`src/rtl/shift_seq_ctrl.sv`:
```
// shift_seq_ctrl
//   Sequencer for the loadable left-shift register. Accepts a W-bit word on a
//   valid/ready handshake, loads it into the external register, then shifts it
//   out MSB-first one bit per cycle and pulses done at the end.
//
//   Optional feature macro: SHIFT_SEQ_CTRL_PARITY_EN
//     defined   -> even parity of the accepted word is emitted as one extra
//                  serial bit after the data bits (PAR state)
//     undefined -> SHIFT goes straight to DONE
//
//   Ports
//     clk, rst          clock, synchronous active-high reset
//     in_data/valid     word to serialize and its valid strobe
//     in_ready          block can accept a word (IDLE only)
//     abort             cancel the word in flight (SHIFT/PAR only)
//     reg_d/ld/shl/clr  control and data inputs of the shift register
//     reg_shl_in        register serial input, tied to 0
//     reg_q             register output
//     ser_out/valid     serial bit stream
//     busy, done        word in flight / one-cycle completion pulse
//
//   state | meaning
//   IDLE  | waiting for a word, in_ready high
//   SHIFT | emitting data bits from reg_q MSB, cnt = bit index
//   PAR   | emitting the parity bit (parity build only)
//   DONE  | done pulse, register cleared
module shift_seq_ctrl #(
  parameter int W = 8
) (
  input  logic         clk,
  input  logic         rst,
  input  logic [W-1:0] in_data,
  input  logic         in_valid,
  output logic         in_ready,
  input  logic         abort,
  output logic [W-1:0] reg_d,
  output logic         reg_ld,
  output logic         reg_shl,
  output logic         reg_clr,
  output logic         reg_shl_in,
  input  logic [W-1:0] reg_q,
  output logic         ser_out,
  output logic         ser_valid,
  output logic         busy,
  output logic         done
);

  localparam int CW = $clog2(W);
  localparam logic [CW-1:0] LAST = CW'(W - 1);

`ifdef SHIFT_SEQ_CTRL_PARITY_EN
  typedef enum logic [1:0] {IDLE, SHIFT, PAR, DONE} state_t;
`else
  typedef enum logic [1:0] {IDLE, SHIFT, DONE} state_t;
`endif

  state_t        state, state_nxt;
  logic [CW-1:0] cnt, cnt_nxt;

  assign reg_shl_in = 1'b0;

  always_ff @(posedge clk) begin
    if (rst) begin
      state <= IDLE;
      cnt   <= '0;
    end else begin
      state <= state_nxt;
      cnt   <= cnt_nxt;
    end
  end

`ifdef SHIFT_SEQ_CTRL_PARITY_EN
  logic par;

  always_ff @(posedge clk) begin
    if (rst)
      par <= 1'b0;
    else if (in_valid && in_ready)
      par <= ^in_data;
  end
`endif

  always_comb begin
    state_nxt = state;
    cnt_nxt   = cnt;
    in_ready  = 1'b0;
    reg_d     = '0;
    reg_ld    = 1'b0;
    reg_shl   = 1'b0;
    reg_clr   = 1'b0;
    ser_out   = 1'b0;
    ser_valid = 1'b0;
    busy      = 1'b0;
    done      = 1'b0;
    if (rst) begin
      reg_clr = 1'b1;
    end else begin
      case (state)
        IDLE: begin
          in_ready = 1'b1;
          if (in_valid) begin
            reg_ld    = 1'b1;
            reg_d     = in_data;
            state_nxt = SHIFT;
            cnt_nxt   = '0;
          end
        end
        SHIFT: begin
          busy = 1'b1;
          if (abort) begin
            reg_clr   = 1'b1;
            state_nxt = IDLE;
          end else begin
            ser_out   = reg_q[W-1];
            ser_valid = 1'b1;
            reg_shl   = 1'b1;
            // The register shifts its d input, so q is looped back through d.
            reg_d     = reg_q;
            if (cnt == LAST) begin
`ifdef SHIFT_SEQ_CTRL_PARITY_EN
              state_nxt = PAR;
`else
              state_nxt = DONE;
`endif
            end else begin
              // Held at LAST on exit so cnt only wraps on entry to SHIFT.
              cnt_nxt = cnt + CW'(1);
            end
          end
        end
`ifdef SHIFT_SEQ_CTRL_PARITY_EN
        PAR: begin
          busy = 1'b1;
          if (abort) begin
            reg_clr   = 1'b1;
            state_nxt = IDLE;
          end else begin
            ser_out   = par;
            ser_valid = 1'b1;
            state_nxt = DONE;
          end
        end
`endif
        DONE: begin
          done      = 1'b1;
          reg_clr   = 1'b1;
          busy      = 1'b1;
          state_nxt = IDLE;
        end
        default: state_nxt = IDLE;
      endcase
    end
  end

endmodule
```
`config.mk`:
```
export PLATFORM = sky130hd
export DESIGN_NAME = shift_seq_ctrl
export DESIGN_NICKNAME = d
export VERILOG_FILES = /design/src/rtl/shift_seq_ctrl.sv
export SDC_FILE = /design/constraint.sdc
export NUM_CORES = 1
export LEC_CHECK = 0
export CAP_MARGIN = 20
export CORE_MARGIN = 2
export CORE_UTILIZATION = 26
export CTS_BUF_LIST = sky130_fd_sc_hd__clkbuf_8 sky130_fd_sc_hd__clkbuf_16
export CTS_CLUSTER_SIZE = 12
export DETAILED_ROUTE_END_ITERATION = 16
export PLACE_DENSITY = 0.72
export SYNTH_ARGS = -nofsm -noshare
export SYNTH_HDL_FRONTEND = slang
export SYNTH_SLANG_ARGS = --single-unit
```
`constraint.sdc`:
```
create_clock -name clk -period 4.6 [get_ports clk]
set_input_delay 1.38 -clock clk [delete_from_list [all_inputs] [get_ports clk]]
set_output_delay 1.38 -clock clk [all_outputs]
set_load 0.02 [all_outputs]
```
==> results of run 1 <==
[layer usage]
| layer | track usage (%) | vias to the layer above | wire, µm |
|---|---|---|---|
| met4 | 10.00 | 0 | 38 |
| met2 | 23.74 | 14 | 729 |
| met1 | 16.67 | 263 | 711 |
| met5 | 0 | - | 0 |
| met3 | 3.374 | 5 | 54 |
| li1 | - | 310 | - |
[final timing paths]
check / startpoint / to / slack (ps)
worst min register to register: cnt[1] / cnt[1] / 490
worst min-delay path: cnt[1] / cnt[1] / 490
worst max-delay path: abort / ser_out / 100
worst max register to register: cnt[0] / cnt[0] / 2940
[kinds of logic (layout without fill, tap and decap cells)]
family / count (synthesis) / in the layout
compound gates: 21 / 21
fa+ha+maj: 7 / 7
buf+inv: 7 / 43
flops: 5 / 5
mux: 2 / 2
other cells: 1 / 1
simple gates: 25 / 25
[metrics by stage]
stage                     setup TNS, ps  hold slack, ps
after global routing             -2.397           536.6
after CTS                             0           487.4
after global placement                0           460.8
after detailed placement              0           482.3
after floorplan                       0           453.2
final                                 0           490.7
[state kept, by name, indices dropped and copies added (netlist names)]
name	flops
state	2
cnt	3
[timing repair]
item,in CTS,in global routing
setup buffers,0,0
setup endpoints to repair,0,2
gates resized for setup,0,2
hold buffers,0,0
[layout make-up]
type,instances,area share [%]
Multi-Input combinational cell,56,41.06
Sequential cell,5,10.60
Clock buffer,3,4.371
Inverter,2,0.7947
Timing Repair Buffer,37,39.21
Clock inverter,1,0.3974
Tap cell,27,3.576
[report_power, final]
group	switching [mW]	internal [mW]	leakage [nW]
logic	0.0565	0.0583	0.347
clock network	0.0250	0.0575	0.0269
registers	0.00286	0.0468	0.0406
total	0.0843	0.163	0.415
[critical path, cell delays in order]
cell	delay [ps]
clkdlybuf4s50_1	460
and2b_1	320
nor2b_1	220
and2_1	150
clkdlybuf4s50_1	600
[placed cells by master (no fill, tap or decap)]
cell | Yosys | final
a21o_1 | 2 | 2
ha_1 | 7 | 7
dfxtp_1 | 5 | 5
o21a_1 | 1 | 1
mux2i_1 | 2 | 2
inv_1 | 2 | 3
nand2_1 | 2 | 2
a32oi_1 | 1 | 1
or4b_1 | 1 | 1
o21bai_1 | 1 | 1
nor2_1 | 8 | 8
and2_1 | 2 | 2
clkdlybuf4s50_1 | 0 | 33
a22oi_1 | 7 | 7
nand2b_1 | 3 | 3
or2b_1 | 1 | 1
dlymetal6s2s_1 | 0 | 2
a211oi_1 | 1 | 1
clkbuf_8 | 0 | 3
a21oi_1 | 4 | 4
nor2b_1 | 5 | 5
o21ai_0 | 4 | 4
conb_1 | 1 | 1
or3_1 | 2 | 2
and2b_1 | 1 | 1
buf_4 | 2 | 2
==> results.yml, run 1 <==
clock_network:
  clk_latency_ps: 230
  htree_levels: 1
  root_buffer: "clkbuf_8"
  clk_pin_slew_ps: 40
  numCtsBuffers: 3
  cts_tree: "built"
  clock_path_buffers: 2
  clkSinkCount: 5
worst_setup_path:
  end_kind: "output pin"
  r2r_cells: 5
  path_max_fanout: 6
  start_kind: "input port"
  critPathKind: "in2out"
  cp.required_ps: 3220
  crit_arrival_ps: 3120
cells_and_area:
  final_area_um2: 944.7
  area_growth_pct: 80.62
  multiInputGateArea_um2: 387.9
  n_antenna_cell: 0
  utilization_pct: 49.15
  final_cells: 131
  nets: 132
  drive_gt1_share_pct: 4.808
  fillers: 211
  final-seq-area_um2: 100.1
route:
  drcViolationCount: 0
  vias: 592
  ant_nets: 0
  drt_iter0_markers: 7
  first_pass_iters: 3
  wl_per_cell_um: 11.71
  post_drt_via_cell_ratio: 4.519
  drt_wl_total_um: 1534
synthesis:
  synth_top_area_share_pct: 19.14
  ys_dominant_reg_cell: "dfxtp_1"
  yosys-top-cells-area: "dfxtp_1 (19%), ha_1 (17%), a22oi_1 (10%)"
  synth_mux_area_share_pct: 3.828
  synth-async-reset-ratio_pct: 0
  synth-edff-count: 0
  synth_simple_gate_area_share_pct: 26.32
  synth-seq-cells: 5
  avgSynthCellArea_um2: 7.691
  ys_types: 25
  yosysTopAreaCell: "dfxtp_1"
  syn_inst: 68
  ys_warn_count: 0
  synth_compound_area_share_pct: 26.56
  synthAdderAreaFrac_pct: 16.75
  synth_top_family_by_area: "compound AO/OA/AOI/OAI gates"
  synth_xor_area_share_pct: 0
  yosysSeqAreaShare_pct: 19.14
  syn-cell-area_um2: 523.0
  synth_most_common_cell: "nor2_1"
  syn_nets: 95
  netlist_top_cells_count: "nor2_1 (8), a22oi_1 (7), ha_1 (7), dfxtp_1 (5), nor2b_1 (5)"
sta:
  fin_skew_ps: 2.655
  final-setup-viol-count: 0
  hold_violations: 0
  final_max_slew_viol_count: 0
  worstMarginPinSlew_ps: 522.9
  max_freq_mhz: 222.0
  fin_crit_ps: 4504
  timing.final.crit_share_pct: 97.92
  worst_slack_ps: 95.75
  maxSlewHeadroom_pct: 65.07
floorplanning:
  pin_count: 37
  dieArea_um2: 2386
  start_util_pct: 27.21
  die_h_um: 48.85
  die_x_um: 48.85
  num_rows: 16
  coreArea_um2: 1922
grt:
  track_usage_pct: 14.51
  grt_pass1_wl_um: 2691
  grt_max_degree: 10
  grt_pass1_vias: 607
  antenna_found_initial: 0
  gr-total-overflow: 0
placed_design:
  dp_hpwl_um: 1268
  place_area_um2: 894.6
  io_buffers: 35
  placedCellCount: 127
  pre_cts_ws_ps: 98.20
  gp_congestion: 0.7894
outcome:
  status: "complete, no violations"
power:
  pwr_density_cell_nw_per_um2: 261.3
  irDropWorstVdd_uv: 95.56
  power_uw: 246.9
  p_leak_nw: 0.4150
worst_hold_path:
  holdPathStages: 2
  hold_path.class: "reg2reg"
job:
  cap_viol_max_count: 0
No activity file was read; power rests on OpenSTA's default activity.
==> run 2, diff against run 1 <==
--- a/config.mk
+++ b/config.mk
@@ -8,7 +8,6 @@
 export CAP_MARGIN = 20
 export CORE_MARGIN = 2
 export CORE_UTILIZATION = 26
-export CTS_BUF_LIST = sky130_fd_sc_hd__clkbuf_8 sky130_fd_sc_hd__clkbuf_16
 export CTS_CLUSTER_SIZE = 12
 export DETAILED_ROUTE_END_ITERATION = 16
 export PLACE_DENSITY = 0.72
==> run 2 against run 1 <==
Net effect: die area stayed put; via count is 0.17% higher; count of clock-buffer cells in the layout is 1 higher; design area is 2.0% lower; setup slack better by 5.7 ps; core utilization is 0.98 points lower; combinational power hardly changed; wire length is 0.39% higher; highest routed layer unchanged.
==> results.yml, run 2 (same netlist as run 1, synthesis figures left out) <==
outcome:
  status: "complete, no violations"
sta:
  timing.final.crit_share_pct: 97.80
  maxSlewHeadroom_pct: 65.21
  rsz0062_at_grt: "no"
  final-setup-viol-count: 0
  fin_skew_ps: 6.611
  hold_violations: 0
  setup_tns_ps: 0
  final_max_slew_viol_count: 0
  worstMarginPinSlew_ps: 520.8
  max_freq_mhz: 222.3
  fin_crit_ps: 4499
floorplanning:
  dieArea_um2: 2386
  pin_count: 37
  coreArea_um2: 1922
  num_rows: 16
  die_x_um: 48.85
  start_util_pct: 27.21
  die_h_um: 48.85
cells_and_area:
  top_register: "cnt"
  final_area_um2: 925.9
  n_antenna_cell: 0
  largest_register_ffs: 3
  drive_gt1_share_pct: 4.808
  fillers: 212
  top_regs: "cnt: 3 flops, state: 2 flops"
  area_growth_pct: 77.03
  final_common_cell: "clkdlybuf4s50_1"
  mostFrequentLayoutCells: "clkdlybuf4s50_1 (33), nor2_1 (8), a22oi_1 (7), ha_1 (7)"
  nets: 132
route:
  drt_wl_total_um: 1540
  m1WireLength_um: 718
  drt_iter0_markers: 9
  post_drt_via_cell_ratio: 4.527
  first_pass_iters: 4
  vias: 593
  ant_nets: 0
  highest-signal-layer: "met4"
  met3_wirelength_um: 51
  wl_per_cell_um: 11.76
  drcViolationCount: 0
  dr_wl_met2_um: 735
worst_setup_path:
  crit_arrival_ps: 3120
  end_kind: "output pin"
  cp.required_ps: 3220
  rr_startpoint: "cnt[0]"
  worstSetupStartpoint: "abort"
  critical_path.endpoint: "ser_out"
  start_kind: "input port"
  r2r_end: "cnt[0]"
  r2r_slack_ps: 2940
  critPathKind: "in2out"
  path_max_fanout: 6
  r2r_cells: 5
placed_design:
  gp_congestion: 0.7894
  place_area_um2: 894.6
  io_buffers: 35
  dp_hpwl_um: 1268
clock_network:
  postCtsSetupBuffers: 0
  cts_hold_buf: 0
  clock_path_buffers: 2
  cts_tree: "built"
  clk_latency_ps: 250
  post_cts_resized: 0
  root_buffer: "clkbuf_4"
  htree_levels: 1
  clkSinkCount: 5
  clk_pin_slew_ps: 50
  numCtsBuffers: 3
grt:
  grt_pass1_wl_um: 2691
  grt_pass1_vias: 613
  grt_max_degree: 10
  gr-total-overflow: 0
  track_usage_pct: 14.44
  antenna_found_initial: 0
power:
  p_leak_nw: 0.4031
  irDropWorstVdd_uv: 72.28
  power_uw: 219.2
  pwr_density_cell_nw_per_um2: 236.7
worst_hold_path:
  hold_path.class: "reg2reg"
  worstHoldStart: "cnt[2]"
job:
  cap_viol_max_count: 0
run 2: how the worst min path moves through the flow:
stage,endpoint,cells past startpoint
3_5_place_dp,cnt[2],2
2_1_floorplan,cnt[1],2
6_report,cnt[2],2
5_1_grt,cnt[2],2
4_1_cts,cnt[2],2
3_3_place_gp,cnt[2],2
run 2: metrics by stage:
step           util, %  worst slack, ps  instances  hold WS, ps
3_3_place_gp     46.55            105.4        127        460.8
6_report         48.18            101.4        131        486.8
4_1_cts          47.92            82.82        131        488.8
2_1_floorplan        -            807.0         68        453.2
5_1_grt          48.18            9.904        131        538.3
3_5_place_dp     46.55            98.20        127        482.3
run 2: power by group:
group	switching (mW)	internal, mW	total, mW
Clock	0.0218	0.0330	0.0548
Sequential	0.00282	0.0466	0.0494
Combinational	0.0567	0.0583	0.115
Total	0.0813	0.138	0.219
run 2: layer usage:
metal	GRT usage (%)	vias up
met5	0	-
met4	8.571	0
met2	23.97	14
met3	4.294	5
li1	-	309
met1	16.29	265
run 2: final cells by class:
cell class	instances	area, µm²	area share, %
clock buffers	4	26.28	2.838
multi-input cells	56	387.9	41.89
well taps	27	33.78	3.649
flip-flops and latches	5	100.1	10.81
inverters	2	7.507	0.8108
repair buffers	37	370.4	40.00
run 2: critical path: stages:
cell and delay (ps):
clkdlybuf4s50_1 460, and2b_1 310, nor2b_1 220, and2_1 150
clkdlybuf4s50_1 600
